**config.mk**
```make
export PLATFORM = sky130hd
export DESIGN_NAME = serial_subtractor
export DESIGN_NICKNAME = d
export VERILOG_FILES = /design/src/rtl/serial_subtractor_pkg.sv /design/src/rtl/serial_subtractor_fs_bit.sv /design/src/rtl/serial_subtractor.sv
export SDC_FILE = /design/constraint.sdc
export NUM_CORES = 1
export LEC_CHECK = 0
export ABC_CLOCK_PERIOD_IN_PS = 2100
export CORE_MARGIN = 8
export CORE_UTILIZATION = 62
export DETAILED_ROUTE_END_ITERATION = 8
export DONT_BUFFER_PORTS = 1
export GPL_ROUTABILITY_DRIVEN = 0
export GPL_TIMING_DRIVEN = 0
export PLACE_DENSITY = 0.78
export SYNTH_ARGS = -nofsm -noshare
export SYNTH_HDL_FRONTEND = slang
export SYNTH_HIERARCHICAL = 1
export SYNTH_SLANG_ARGS = --single-unit
```
**constraint.sdc**
```tcl
create_clock -name clk -period 2.1 [get_ports clk]
set_clock_uncertainty 0.1 [all_clocks]
set_input_delay 0.42 -clock clk [delete_from_list [all_inputs] [get_ports clk]]
set_output_delay 0.42 -clock clk [all_outputs]
set_load 0.02 [all_outputs]
```
**src/rtl/serial_subtractor_pkg.sv**
```systemverilog
// Shared definitions for the bit-serial subtractor: FSM state encoding and the
// default operand width.
package serial_subtractor_pkg;

  localparam int unsigned DefaultWidth = 8;

  // Fixed 2-bit encodings so the state value is stable across builds.
  typedef enum logic [1:0] {
    StIdle  = 2'd0,
    StShift = 2'd1,
    StDone  = 2'd2
  } state_e;

endpackage

```
**src/rtl/serial_subtractor_fs_bit.sv**
```systemverilog
// fs_bit: combinational one-bit full subtractor, computing x - y - bi.
// Ports:
//   x  - minuend bit
//   y  - subtrahend bit
//   bi - borrow in
//   d  - difference bit
//   bo - borrow out
module fs_bit (
  input  logic x,
  input  logic y,
  input  logic bi,
  output logic d,
  output logic bo
);

  assign d  = x ^ y ^ bi;
  assign bo = (~x & y) | (~x & bi) | (y & bi);

endmodule

```
**src/rtl/serial_subtractor.sv**
```systemverilog
// serial_subtractor: bit-serial unsigned subtractor, diff = a - b (mod 2^W).
// The operation runs LSB first, one bit per clock, through a single fs_bit cell.
// A start/busy/done handshake frames each operation.
//
// Ports:
//   clk    - system clock, rising edge
//   rst    - asynchronous reset, active high
//   start  - launch request, sampled only while idle
//   a, b   - minuend / subtrahend, captured on the accepting edge
//   busy   - high while the shift phase runs
//   done   - one-cycle pulse when diff/borrow become valid
//   diff   - result, held until the next accepted start
//   borrow - final borrow out (1 iff a < b unsigned)
//   ovf    - signed overflow of the subtraction (only with SERIAL_SUB_OVF_EN)
//
// Build option: define SERIAL_SUB_OVF_EN to add the ovf output.
module serial_subtractor
  import serial_subtractor_pkg::*;
#(
  parameter int unsigned W = DefaultWidth
) (
  input  logic         clk,
  input  logic         rst,
  input  logic         start,
  input  logic [W-1:0] a,
  input  logic [W-1:0] b,
  output logic         busy,
  output logic         done,
  output logic [W-1:0] diff,
  output logic         borrow
`ifdef SERIAL_SUB_OVF_EN
  ,
  output logic         ovf
`endif
);

  localparam int unsigned CntW = $clog2(W);
  localparam logic [CntW-1:0] LastCnt = CntW'(W - 1);

  state_e state_q, state_d;

  logic [W-1:0]    shreg_a_q;
  logic [W-1:0]    shreg_b_q;
  logic            brw_q;
  logic [CntW-1:0] cnt_q;
  logic [W-1:0]    diff_q;
  logic            borrow_q;
  logic            busy_q, busy_d;
  logic            done_q, done_d;

  logic accept;
  logic last;
  logic d_bit;
  logic bo_bit;

  assign accept = (state_q == StIdle) && start;
  assign last   = (state_q == StShift) && (cnt_q == LastCnt);

  fs_bit u_fs_bit (
    .x  (shreg_a_q[0]),
    .y  (shreg_b_q[0]),
    .bi (brw_q),
    .d  (d_bit),
    .bo (bo_bit)
  );

  // State register
  always_ff @(posedge clk or posedge rst) begin
    if (rst) begin
      state_q <= StIdle;
    end else begin
      state_q <= state_d;
    end
  end

  // Next-state logic
  always_comb begin
    state_d = state_q;
    unique case (state_q)
      StIdle:  if (start) state_d = StShift;
      StShift: if (cnt_q == LastCnt) state_d = StDone;
      StDone:  state_d = StIdle;
      default: state_d = StIdle;
    endcase
  end

  // Output decode from the next state, registered below so outputs are flops
  always_comb begin
    busy_d = (state_d == StShift);
    done_d = (state_d == StDone);
  end

  always_ff @(posedge clk or posedge rst) begin
    if (rst) begin
      busy_q <= 1'b0;
      done_q <= 1'b0;
    end else begin
      busy_q <= busy_d;
      done_q <= done_d;
    end
  end

  // Datapath. shreg_a doubles as the result register: as minuend bits leave
  // at the LSB, difference bits enter at the MSB, so after W shifts it holds
  // the full result. diff is a separate holding register loaded only on the
  // last shift, so partial results never appear on the output.
  always_ff @(posedge clk or posedge rst) begin
    if (rst) begin
      shreg_a_q <= '0;
      shreg_b_q <= '0;
      brw_q     <= 1'b0;
      cnt_q     <= '0;
      diff_q    <= '0;
      borrow_q  <= 1'b0;
    end else if (accept) begin
      shreg_a_q <= a;
      shreg_b_q <= b;
      brw_q     <= 1'b0;
      cnt_q     <= '0;
    end else if (state_q == StShift) begin
      shreg_a_q <= {d_bit, shreg_a_q[W-1:1]};
      shreg_b_q <= {1'b0, shreg_b_q[W-1:1]};
      brw_q     <= bo_bit;
      cnt_q     <= cnt_q + 1'b1;
      if (last) begin
        diff_q   <= {d_bit, shreg_a_q[W-1:1]};
        borrow_q <= bo_bit;
      end
    end
  end

`ifdef SERIAL_SUB_OVF_EN
  // Operand sign bits are kept aside because shreg_a/shreg_b are consumed.
  logic a_sign_q;
  logic b_sign_q;
  logic ovf_q;

  always_ff @(posedge clk or posedge rst) begin
    if (rst) begin
      a_sign_q <= 1'b0;
      b_sign_q <= 1'b0;
      ovf_q    <= 1'b0;
    end else if (accept) begin
      a_sign_q <= a[W-1];
      b_sign_q <= b[W-1];
    end else if (last) begin
      // d_bit is the result MSB on the last shift
      ovf_q <= (a_sign_q != b_sign_q) && (d_bit != a_sign_q);
    end
  end

  assign ovf = ovf_q;
`endif

  assign busy   = busy_q;
  assign done   = done_q;
  assign diff   = diff_q;
  assign borrow = borrow_q;

endmodule
```
==> flow_summary.ini <==
[sta]
worst_slew_pin_slew_ns = 0.414
drv_slew = 0
hold_violations = 0
fin_crit_sh_pct = 76.6
fmax_mhz = 621
rsz0062_at_grt = no
layout_min_cycle_time_ns = 1.61
setup_violations = 0
max-slew-margin-rel_pct = 72.4
tns_ns = 0

[setup_path]
crit_required_ns = 2.23
path_max_fanout = 10
crit_arrival_ns = 1.74
r2r-start = cnt_q[0]
worstSetupEndpointType = flip-flop
worstSetupStartpoint = cnt_q[0]
critPathKind = reg2reg
cp-start-kind = flip-flop

[floorplanning]
dieArea_um2 = 4800
start_util_pct = 64.4
rows = 19
fp.dieW_um = 69.3
pin_count = 30
core_um2 = 2730
die_h_um = 69.3

[logic_synthesis]
seq_area_frac_synth_pct = 46.9
async_flop_share_pct = 100
ys_top_cells_by_area = dfrtp_1, a221oi_2, nor4b_2
yosys.area.top_type_share_pct = 46.9
synth-main-ff-cell = dfrtp_1
yosysWarnings = 6
synth_edf_count = 0
syn_inst = 134
syn_area_per_cell_um2 = 13.1
syn-cell-area_um2 = 1760
syn-num-nets = 156
synth_area_leader_cell = dfrtp_1
synth-seq-cells = 33
ys_types = 23

[min_path]
hold_start = b[7]
hold_class = in2reg

[outcome]
status = finished clean

[routing]
post_drt_wl_per_cell_um = 19.0
routed_wl_um = 3330
vias = 1074
route.detailed.drc = 0
dr.pass1.iters = 4
ant_nets = 0
initialDrtViolationCount = 54
viasPerCell = 6.14

[layout]
diodes = 0
fillerInstances = 198
multi_input_area_um2 = 771
area_growth_pct = 7.46
nets = 165
final_util_pct = 69.2
drive_above_1_share_pct = 38.9
layout.area.seq_um2 = 826

[global_route]
antenna_found_initial = 0
track_usage_pct = 14.5
grt_pass1_wl_um = 5770
grt_max_degree = 34
globalRouteOverflowTotal = 0
grt_pass1_vias = 1172

[clock_network]
cts_max_level = 2
clk_pin_slew_ns = 0.10
max-clock-path-buffers = 2
cts.sinks = 33
cts_root_buf = clkbuf_4
cts_tree = built
clock_latency_ns = 0.34
cts_resized = 0
cts_made_buffers = 5

[placed_design]
dp_hpwl_um = 2410
numPortBuffers = 0

[pwr]
ir_drop_mv = 1.26
leakage_nw = 0.880
power_density_nw_per_um2 = 1480

[job]
maxCapViolCount = 0
## what timing repair did
| item | in CTS | in global routing |
|---|---|---|
| hold buffers | 0 | 1 |
| endpoints found under the hold margin | 0 | 8 |
| buffers inserted | 0 | 0 |
## routing by layer
metal  routed length [µm]  up-vias  global-route usage (%)
met1                 1470      541                    17.0
li1                     -      497                       -
met5                    0        -                       0
met2                 1550       28                    23.2
met3                  255        8                    5.58
met4                   65        0                    6.15
## layout make-up
class | count | share of cell area [%]
multi-input cells | 69 | 40.7
flip-flops and latches | 33 | 43.7
clock inverters | 3 | 0.926
inverters | 20 | 3.97
plain buffers | 12 | 4.70
well taps | 31 | 2.05
repair buffers | 2 | 1.98
clock buffers | 5 | 1.98
## worst max-delay path, stage by stage (launching register included)
cell and delay (ns):
dfrtp_1 0.40, ha_1 0.20, ha_1 0.23, nand3b_4 0.10, buf_6 0.16, mux2_4 0.31
## power by group
part	switching, mW	internal (mW)	total [mW]
combinational	0.582	0.611	1.19
sequential	0.325	0.933	1.26
clock	0.222	0.126	0.348
total	1.13	1.67	2.80
## synth_stat cells, types with 3 or more instances
cell type and instances:
mux2_4 8, buf_2 5, nor4b_2 12, a211oi_1 3, a221oi_2 12, buf_6 4, nor2_1 11, nor4b_1 3
a22o_1 3, nand2b_1 3, nor3b_1 3, inv_1 20, dfrtp_1 33
## path summary, 6_finish.rpt
path,slack [ns],depth (start not counted),end
min reg2reg,0.40,1,shreg_b_q[7]
max reg2reg,0.49,5,borrow
min in group asynchronous,0.40,2,cnt_q[1]
max,0.49,5,borrow
max in group asynchronous,1.04,3,shreg_a_q[0]
min,0.13,2,shreg_b_q[7]
## state kept, by name (all words and copies together), names as in the netlist, 2 cells and up
signal	cells
cnt_q	3
shreg_a_q	8
shreg_b_q	8
state_q	2
diff	8
## placed cells by master (no fill, tap or decap)
master / count
a211oi_1: 3
a21oi_1: 2
a221oi_2: 12
a22o_1: 3
and2b_1: 1
buf_16: 1
buf_2: 5
buf_4: 2
buf_6: 4
clkbuf_1: 1
clkbuf_4: 5
clkinv_2: 2
clkinvlp_4: 1
dfrtp_1: 33
dlygate4sd3_1: 1
fa_1: 1
ha_1: 2
inv_1: 20
mux2_2: 2
mux2_4: 8
nand2b_1: 3
nand3b_4: 1
nor2_1: 11
nor3b_1: 3
nor4b_1: 3
nor4b_2: 12
o21bai_4: 1
o2bb2ai_1: 1
## metrics by stage
stage / hold WS [ns] / power, mW / cell area [µm²] / setup slack (ns) / std cells
finish: 0.135 / 2.80 / 1890 / 0.491 / 175
global route: 0.147 / 3.00 / 1890 / 0.445 / 175
CTS: 0.132 / 2.81 / 1850 / 0.483 / 173
detailed placement: 0.384 / 2.46 / 1800 / 0.502 / 165
global placement: 0.377 / 2.39 / 1800 / 0.528 / 165
floorplan: 0.357 / 2.23 / 1760 / 0.580 / 134
## cell families (layout without fill, tap and decap cells)
family / after synthesis / in the layout / share of synthesized area, %
compound gates: 22 / 22 / 15.1
fa+ha+maj: 3 / 3 / 2.56
buf+inv: 32 / 42 / 9.31
flops: 33 / 33 / 46.9
mux: 10 / 10 / 8.10
simple gates: 34 / 34 / 18.0
(Power assumes the default switching activity.)
